==> config.mk <==
export PLATFORM = sky130hd
export DESIGN_NAME = alu_bist_flat
export DESIGN_NICKNAME = d
export VERILOG_FILES = /design/src/rtl/alu_if.sv /design/src/rtl/alu_bist.sv /design/src/flat_wrapper.sv
export SDC_FILE = /design/constraint.sdc
export NUM_CORES = 1
export LEC_CHECK = 0
export BUFFER_PORTS_ARGS = -buffer_cell sky130_fd_sc_hd__buf_2
export CORE_MARGIN = 1.5
export CORE_UTILIZATION = 37
export CTS_CLUSTER_DIAMETER = 200
export DETAILED_ROUTE_END_ITERATION = 16
export GPL_TIMING_DRIVEN = 0
export PLACE_DENSITY = 0.7
export RECOVER_POWER = 50
export SLEW_MARGIN = 20
export SYNTH_ARGS = -nofsm -noshare
export SYNTH_HDL_FRONTEND = slang
export SYNTH_SLANG_ARGS = --single-unit
==> constraint.sdc <==
create_clock -name clk -period 2.4 [get_ports clk]
set_clock_uncertainty 0.05 [all_clocks]
set_input_delay 0.24 -clock clk [delete_from_list [all_inputs] [get_ports clk]]
set_output_delay 0.24 -clock clk [all_outputs]
set_load 0.005 [all_outputs]
==> src/rtl/alu_if.sv <==
// ALU operand/result bundle between the BIST sequencer and the 16-bit ALU.
interface alu_if #(
    parameter int WIDTH = 16
);
    logic [2:0]       ALUop;
    logic [WIDTH-1:0] srcA;
    logic [WIDTH-1:0] srcB;
    logic [WIDTH-1:0] ALUresult;
    logic             flagN;
    logic             flagZ;

    modport master (
        output ALUop, srcA, srcB,
        input  ALUresult, flagN, flagZ
    );

    modport slave (
        input  ALUop, srcA, srcB,
        output ALUresult, flagN, flagZ
    );
endinterface

==> src/rtl/alu_bist.sv <==
// ALU built-in self-test: replays a golden vector table through the ALU
// and tallies result/flag mismatches for bring-up status reporting.
module alu_bist #(
    parameter int WIDTH   = 16,
    parameter int NUM_VEC = 7,
    parameter int SETTLE  = 1
) (
    input  logic       clk,
    input  logic       rst_n,
    input  logic       start,
    alu_if.master      bus,
    output logic       busy,
    output logic       done,
    output logic       pass,
    output logic [2:0] fail_count,
    output logic [2:0] fail_idx,
    output logic [2:0] vec_idx
);
    typedef enum logic [2:0] {
        S_IDLE, S_LOAD, S_WAIT, S_CHECK, S_DONE
    } state_t;

    state_t           r_state, w_next;
    logic [2:0]       r_op;
    logic [WIDTH-1:0] r_a, r_b;
    logic             r_busy, r_done, r_pass;
    logic [2:0]       r_fc, r_fi, r_vi;
    logic [1:0]       r_wait;

    logic [2:0]       w_g_op;
    logic [WIDTH-1:0] w_g_a, w_g_b, w_g_res;
    logic             w_g_n, w_g_z;
    logic             w_last, w_wait_end, w_mis, w_go;
    logic [2:0]       w_fc_nx;

    always_comb begin
        w_g_op  = 3'b000;
        w_g_a   = WIDTH'(5);
        w_g_b   = WIDTH'(2);
        w_g_res = WIDTH'(3);
        w_g_n   = 1'b0;
        w_g_z   = 1'b0;
        unique case (r_vi)
            3'd1: begin
                w_g_op = 3'b001; w_g_a = WIDTH'(8);
                w_g_b = WIDTH'(3); w_g_res = WIDTH'(16'h000B);
            end
            3'd2: begin
                w_g_op = 3'b010; w_g_a = WIDTH'(16'hCCCC);
                w_g_b = WIDTH'(4); w_g_res = WIDTH'(16'hCCC0);
                w_g_n = 1'b1;
            end
            3'd3: begin
                w_g_op = 3'b011; w_g_a = WIDTH'(16'hCCCC);
                w_g_b = '0; w_g_res = WIDTH'(16'h3333);
            end
            3'd4: begin
                w_g_op = 3'b101; w_g_a = WIDTH'(10);
                w_g_b = WIDTH'(7); w_g_res = WIDTH'(1);
            end
            3'd5: begin
                w_g_op = 3'b000; w_g_a = WIDTH'(7);
                w_g_b = WIDTH'(7); w_g_res = '0;
                w_g_z = 1'b1;
            end
            3'd6: begin
                w_g_op = 3'b000; w_g_a = WIDTH'(2);
                w_g_b = WIDTH'(5); w_g_res = WIDTH'(16'hFFFD);
                w_g_n = 1'b1;
            end
            default: ;
        endcase
    end

    // Case inequality so that X/Z from the ALU is a mismatch, not a skip.
    assign w_mis = (bus.ALUresult !== w_g_res) ||
                   (bus.flagN !== w_g_n) ||
                   (bus.flagZ !== w_g_z);

    assign w_last     = (r_vi == 3'(NUM_VEC - 1));
    assign w_wait_end = (({1'b0, r_wait} + 3'd1) == 3'(SETTLE));
    assign w_go       = start &&
                        ((r_state == S_IDLE) || (r_state == S_DONE));
    assign w_fc_nx    = (w_mis && (r_fc != 3'd7)) ? r_fc + 3'd1 : r_fc;

    always_comb begin
        w_next = r_state;
        unique case (r_state)
            S_IDLE:  if (start) w_next = S_LOAD;
            S_LOAD:  w_next = (SETTLE == 0) ? S_CHECK : S_WAIT;
            S_WAIT:  if (w_wait_end) w_next = S_CHECK;
            S_CHECK: w_next = w_last ? S_DONE : S_LOAD;
            S_DONE:  if (start) w_next = S_LOAD;
            default: w_next = S_IDLE;
        endcase
    end

    always_ff @(posedge clk or negedge rst_n) begin
        if (!rst_n) r_state <= S_IDLE;
        else        r_state <= w_next;
    end

    always_ff @(posedge clk or negedge rst_n) begin
        if (!rst_n) begin
            r_op   <= '0;
            r_a    <= '0;
            r_b    <= '0;
            r_busy <= 1'b0;
            r_done <= 1'b0;
            r_pass <= 1'b0;
            r_fc   <= '0;
            r_fi   <= '0;
            r_vi   <= '0;
            r_wait <= '0;
        end else if (w_go) begin
            r_busy <= 1'b1;
            r_done <= 1'b0;
            r_pass <= 1'b0;
            r_fc   <= '0;
            r_fi   <= '0;
            r_vi   <= '0;
        end else begin
            unique case (r_state)
                S_LOAD: begin
                    r_op   <= w_g_op;
                    r_a    <= w_g_a;
                    r_b    <= w_g_b;
                    r_wait <= '0;
                end
                S_WAIT: r_wait <= r_wait + 2'd1;
                S_CHECK: begin
                    r_fc <= w_fc_nx;
                    if (w_mis && (r_fc == 3'd0)) r_fi <= r_vi;
                    if (w_last) begin
                        r_done <= 1'b1;
                        r_busy <= 1'b0;
                        r_pass <= (w_fc_nx == 3'd0);
                    end else begin
                        r_vi <= r_vi + 3'd1;
                    end
                end
                default: ;
            endcase
        end
    end

    assign bus.ALUop  = r_op;
    assign bus.srcA   = r_a;
    assign bus.srcB   = r_b;
    assign busy       = r_busy;
    assign done       = r_done;
    assign pass       = r_pass;
    assign fail_count = r_fc;
    assign fail_idx   = r_fi;
    assign vec_idx    = r_vi;
endmodule
==> src/flat_wrapper.sv <==
// flat-port wrapper written by rule: the top's interface ports become plain ports
module alu_bist_flat 
#(
    parameter int WIDTH   = 16,
    parameter int NUM_VEC = 7,
    parameter int SETTLE  = 1
)
  (clk, rst_n, start, busy, done, pass, fail_count, fail_idx, vec_idx, bus_ALUop, bus_srcA, bus_srcB, bus_ALUresult, bus_flagN, bus_flagZ);
  alu_if #(.WIDTH(WIDTH)) bus_i ();
  input  logic clk;
  input  logic rst_n;
  input  logic start;
  output logic busy;
  output logic done;
  output logic pass;
  output logic [2:0] fail_count;
  output logic [2:0] fail_idx;
  output logic [2:0] vec_idx;
  output wire logic [$bits(bus_i.ALUop)-1:0] bus_ALUop;
  output wire logic [$bits(bus_i.srcA)-1:0] bus_srcA;
  output wire logic [$bits(bus_i.srcB)-1:0] bus_srcB;
  input wire logic [$bits(bus_i.ALUresult)-1:0] bus_ALUresult;
  input wire logic [$bits(bus_i.flagN)-1:0] bus_flagN;
  input wire logic [$bits(bus_i.flagZ)-1:0] bus_flagZ;
  assign bus_ALUop = bus_i.ALUop;
  assign bus_srcA = bus_i.srcA;
  assign bus_srcB = bus_i.srcB;
  assign bus_i.ALUresult = bus_ALUresult;
  assign bus_i.flagN = bus_flagN;
  assign bus_i.flagZ = bus_flagZ;
  alu_bist #(.WIDTH(WIDTH), .NUM_VEC(NUM_VEC), .SETTLE(SETTLE)) u_core (.clk(clk), .rst_n(rst_n), .start(start), .bus(bus_i), .busy(busy), .done(done), .pass(pass), .fail_count(fail_count), .fail_idx(fail_idx), .vec_idx(vec_idx));
endmodule
# After elaboration in Yosys (flattened, before gate mapping)
# Index checks and enable logic that the tools add are counted.
dict set report totals {
  ff_bits 52
  input_bits 21
  output_inout_bits 47
  word_cells 86
}
dict set report op_classes {
  add_sub_neg 4
  eq_ne 18
  muxes 29
  n_bitwise 1
  n_reduce_logical 23
}
# op n
set op_table {}
lappend op_table {{one-hot mux 16 bit (6 select lines)} 1}
lappend op_table {{one-hot mux 16 bit (5 select lines)} 1}
lappend op_table {{two-way mux 3 bit} 12}
lappend op_table {{one-hot mux 3 bit (4 select lines)} 2}
lappend op_table {{!== test 16 bit} 1}
lappend op_table {{one-hot mux 3 bit (5 select lines)} 1}
lappend op_table {{equality test 3 x 2 -> 1 bit (second input constant)} 4}
lappend op_table {{equality test 3 bit (second input constant)} 4}
lappend op_table {{AND reduction 2 bit} 6}
lappend op_table {{two-way mux 1 bit} 11}
lappend op_table {{equality test 3 x 1 -> 1 bit (second input constant)} 3}
lappend op_table {{zero test 3 bit} 3}
lappend op_table {{nonzero test 2 bit} 4}
lappend op_table {{OR reduction 2 bit} 4}
lappend op_table {{adder 3 x 1 -> 3 bit (second input constant)} 2}
lappend op_table {{inequality test 2 x 1 -> 1 bit (second input constant)} 2}
lappend op_table {{one-hot mux 2 bit (2 select lines)} 1}
lappend op_table {{adder 2 x 1 -> 3 bit (second input constant)} 1}
lappend op_table {{logical AND 1 bit} 3}
lappend op_table {{logical OR 1 bit} 3}
lappend op_table {{inequality test 3 bit (second input constant)} 1}
lappend op_table {{adder 2 x 1 -> 2 bit (second input constant)} 1}
lappend op_table {{inequality test 2 bit (second input constant)} 1}
lappend op_table {{!== test 1 bit} 2}
lappend op_table {{NOT 1 bit} 1}

# Depth between registers and ports, before layout
dict set report depth {
  word_depth 12
  ltp_mapped 9
  mapped_depth_nobuf 8
}

# Worst setup path before layout
# OpenSTA, ideal clock, no wires.
dict set report synth_timing {
  path_kind {register to register}
  from {register u_core.r_vi[0], in the netlist u_core.vec_idx[0]}
  to {register u_core.r_fc[1], in the netlist u_core.fail_count[1]}
  setup_time_ns 0.125
  t_arrival_ns 2.139
  slack_ns 0.085
  path_stages_with_launch 10
  path_buffers 1
  period_less_slack_ns 2.315
  cell_sequence {dfrtp_1 > inv_1 > ha_1 > buf_2 > o311ai_1 > o31ai_1 > xor2_1 > and3_4 > nor3_4 > mux2_4}
}
dict set report synth_via {
  elab_chain_cells 10
  word_cells_on_any_way 19
  cone_classes {9 x eq/ne; 6 x mux; 4 x reduce/logical}
}
# item line
set synth_rtl {}
lappend synth_rtl {{start: declaration} alu_bist.sv:27} ;# logic [2:0] r_fc, r_fi, r_vi;
lappend synth_rtl {{start signal: assignment} alu_bist.sv:139} ;# r_vi <= r_vi + 3'd1;
lappend synth_rtl {{branches (longest 5 deep; another with one-hot mux 16 bit (6 select lines))} n/a}
lappend synth_rtl {{logical OR 1 bit (*)} alu_bist.sv:77} ;# (bus.flagN !== w_g_n) ||
lappend synth_rtl {{logical AND 1 bit (*)} alu_bist.sv:84} ;# assign w_fc_nx = (w_mis && (r_fc != 3'd7)) ? r_fc + 3'd1 : r_fc;
lappend synth_rtl {{two-way mux 3 bit (*)} alu_bist.sv:84}
lappend synth_rtl {{two-way mux 3 bit (*)} alu_bist.sv:123} ;# unique case (r_state)
lappend synth_rtl {{two-way mux 3 bit (*)} alu_bist.sv:115} ;# end else if (w_go) begin
lappend synth_rtl {{end signal: assignment} alu_bist.sv:132} ;# r_fc <= w_fc_nx;
lappend synth_rtl {{end: declaration} alu_bist.sv:27}
# Every way passes the cells marked *. The select of a mux whose other input is x is not followed.
# A chain may end at the register's enable or synchronous reset.

# Worst setup path after layout
dict set report layout_timing {
  from {register u_core.r_vi[1], in the netlist u_core.vec_idx[1]}
  to {register u_core.r_fc[1], in the netlist u_core.fail_count[1]}
}
# The elaborated chain is that of the path after synthesis.

==> out/summary.txt <==
Status - complete, but fails checks
Failing checks - max-capacitance violations, max-slew violations
HPWL after detailed placement - 3020 um
Final setup viols - 0
Layout cell share with drive strength beyond 1 - 32.2%
Slowest cell on the critical path - dfrtp_2
Final global-route overflow total - 0
Slew HR - -0.312%
Via count - 1609
Top_reg_cell synth - dfrtp_1
Leak - 1.18 nW
Min-delay worst type - in2reg
Post-DP Area - 0.00227 mm2
Initial antenna violation count - 0
Number of global-route vias before repair - 1422
First-pass DRT Iterations - 4
DRC Markers - 0
Total Wirelength - 3850 um
Crit path time final - 2.30 ns
Synth unique cells - 44
FMAX - 0.434 GHz
Per-cell routed wire length - 10.8 um
Crit path cell chain - buf_4 > ha_2 > mux2_2 > a21oi_2 > a2111oi_4 > and3_4 > nor3_4 > mux2_4
Placer Congestion - 0.764
Syn Inst Count - 214
Sequential-to-total area share from yosys stat - 37.2%
CTS Sinks - 28
Mean Syn Cell Area - 8.79 um2
Total global routing track utilization - 14.2%
Clk buf depth - 2
CP arrival - 2.43 ns
Max FO, Critical Path - 5
Layout area overhead - 28.9%
CP startpoint kind - register
H-tree Lvls - 1
Fin util - 50.3%
Top Metal Used - met4
Largest net degree at the start of global routing - 29
Ys async rst share - 100%
N_diodes - 0
Yosys warns - 0
Post-synth EDFFs - 0
Crit path required time - 2.53 ns
Crit path to - u_core.fail_count[1]
Worst Setup End Kind - register
CP Buf/Inv Count - 1
Critical path depth in cells - 8
I/O Pins - 68
Worst skew pair latency - 0.28 ns
Peak supply drop - 0.417 mV
Slew Viols, Final - 28
Number of vias per cell - 4.52
Die height - 74.3 um
Root buf cell - clkbuf_8
CTS tree - done
FF-to-FF setup slack - 0.1 ns
Critical path type - reg2reg
Slowest cell delay on critical path - 0.45 ns
Final worst-path cycle share - 96.0%
Die width - 74.3 um
Worst r2r src - u_core.vec_idx[1]
Final ANT Viol Nets - 0
Port-buffer cells - 48
Core Area - 0.00482 mm2
Initial core utilization - 39.1%
M1 WL - 1770 um
Commonest non-fill, non-tap cell in the layout - buf_2
Synthesis-stage register bit count - 28
Fin nets - 320
Routed wl met3 - 199 um
Final hold violations - 0
CP top delay family - multiplexers
Number of DRC markers in iteration 0 - 56
Met2 routed WL - 1860 um
Critical path origin - u_core.vec_idx[1]
Row count - 25
Area of the mapped netlist - 0.00188 mm2
Max-cap violation count - 1
Worst Reg-to-Reg Cells - 8
Die area - 0.00552 mm2
FILL cells - 481
DP Worst Slack - -0.144 ns
Tightest Pin Transition - 1.50 ns
Most frequent cells in the layout - 40 x buf_2, 28 x buf_4, 26 x dfrtp_1
Clock slew at reported path FFs - 0.10 ns
Design Area, Final - 0.00242 mm2
Num CTS Buffers - 3
RSZ-0062 raised after global routing - false
Capture point of the worst reg-to-reg path - u_core.fail_count[1]
First-pass GRT wire length - 6100 um
Final worst setup slack - 0.0971 ns
Pwr per Cell Area - 1010 mW/mm2
==> flip-flops by register name (all words and copies together), names as in the netlist <==
name               count
u_core.bus.srcA        5
u_core.bus.ALUop       3
u_core.bus.srcB        3
u_core.fail_count      3
u_core.fail_idx        3
u_core.r_state         3
u_core.vec_idx         3
u_core.r_wait          2
u_core.busy            1
u_core.done            1
u_core.pass            1
==> stage by stage <==
| step | cells | hold WS (ns) | TNS, ns | total power, mW |
|---|---|---|---|---|
| after global placement | 347 | 0.237 | -0.111 | 1.97 |
| final | 356 | 0.208 | 0 | 2.45 |
| after floorplan | 232 | -0.106 | 0 | 1.64 |
| after global routing | 356 | 0.250 | 0 | 2.67 |
| after CTS | 354 | 0.206 | 0 | 2.41 |
| after detailed placement | 347 | 0.249 | -0.158 | 2.00 |
==> worst min path at each step <==
stage	from	end	slack (ns)	cells past startpoint
final	start	u_core.busy	0.21	3
after detailed placement	rst_n	u_core.bus.srcB[1]	0.25	1
after global placement	rst_n	u_core.bus.srcA[1]	0.24	1
after global routing	start	u_core.busy	0.25	3
after CTS	start	u_core.busy	0.21	3
after floorplan	rst_n	u_core.bus.ALUop[0]	-0.11	0
==> power breakdown <==
part	leakage, nW	total (mW)	switching (mW)	internal [mW]
combinational	0.796	1.32	0.711	0.609
clock	0.0357	0.375	0.152	0.223
sequential	0.352	0.756	0.106	0.650
total	1.18	2.45	0.968	1.48
==> layer usage <==
layer | global-route usage [%] | vias to the layer above
met5 | 0 | -
met4 | 3.64 | 0
met3 | 3.25 | 4
met2 | 24.9 | 43
met1 | 17.5 | 719
li1 | - | 843
==> synthesized netlist by cell type, types with 2 or more instances <==
library cell / n / share of area (%)
nor2b_1: 2 / 0.66
xnor2_1: 3 / 1.4
ha_1: 9 / 6.0
nand3_1: 10 / 2.7
dfrtp_1: 28 / 37
buf_2: 3 / 0.80
mux2i_1: 6 / 3.2
or3_1: 2 / 0.66
a31oi_1: 2 / 0.66
and2_1: 3 / 1.0
nand2b_1: 2 / 0.66
inv_1: 11 / 2.2
and4_1: 2 / 0.93
a21oi_1: 13 / 3.5
nand2_1: 21 / 4.2
nor3_1: 6 / 1.6
clkbuf_1: 5 / 1.0
o31ai_1: 2 / 0.80
o21ai_1: 10 / 2.7
buf_4: 24 / 9.6
o311ai_1: 2 / 0.93
nor4_1: 3 / 1.0
nand3b_1: 2 / 0.80
nor2_1: 18 / 3.6
o21ai_0: 6 / 1.6
==> logic make-up (layout without fill, tap and decap cells) <==
logic type | Yosys count | count (layout) | share of synthesized area (%)
other | 1 | 19 | 0.199
and+or+nand+nor | 78 | 78 | 21.4
buffers and inverters | 44 | 101 | 14.2
DFF | 28 | 28 | 37.2
AOI/OAI and AO/OA | 42 | 42 | 14.6
adders and majority gates | 9 | 9 | 5.98
xor gates and xnor gates | 4 | 4 | 1.86
muxes | 8 | 8 | 4.59
==> worst reg2reg max path: stages, from the launching register on <==
cell and delay [ns]:
dfrtp_2 0.45, buf_4 0.16, ha_2 0.21, mux2_2 0.31, a21oi_2 0.16, a2111oi_4 0.07, and3_4 0.21, nor3_4 0.26
mux2_4 0.32
==> layout make-up <==
| class | instances | area (um2) | share of cell area, % |
|---|---|---|---|
| Clock inverter | 1 | 30.0 | 1.24 |
| Clock buffer | 3 | 41.3 | 1.70 |
| Multi-Input combinational cell | 160 | 1020 | 42.0 |
| Timing Repair Buffer | 53 | 269 | 11.1 |
| Inverter | 11 | 41.3 | 1.70 |
| Tap cell | 67 | 83.8 | 3.46 |
| Sequential cell | 28 | 703 | 29.0 |
| Buffer | 33 | 238 | 9.80 |
==> timing repair <==
item,4_1_cts,5_1_grt
buffers inserted,2,2
endpoints found under the setup margin,2,4
cloned,0,0
gates resized for setup,2,13
pin swaps,0,4
hold buffers,1,0
endpoints found under the hold margin,28,0
(Power assumes the default switching activity.)
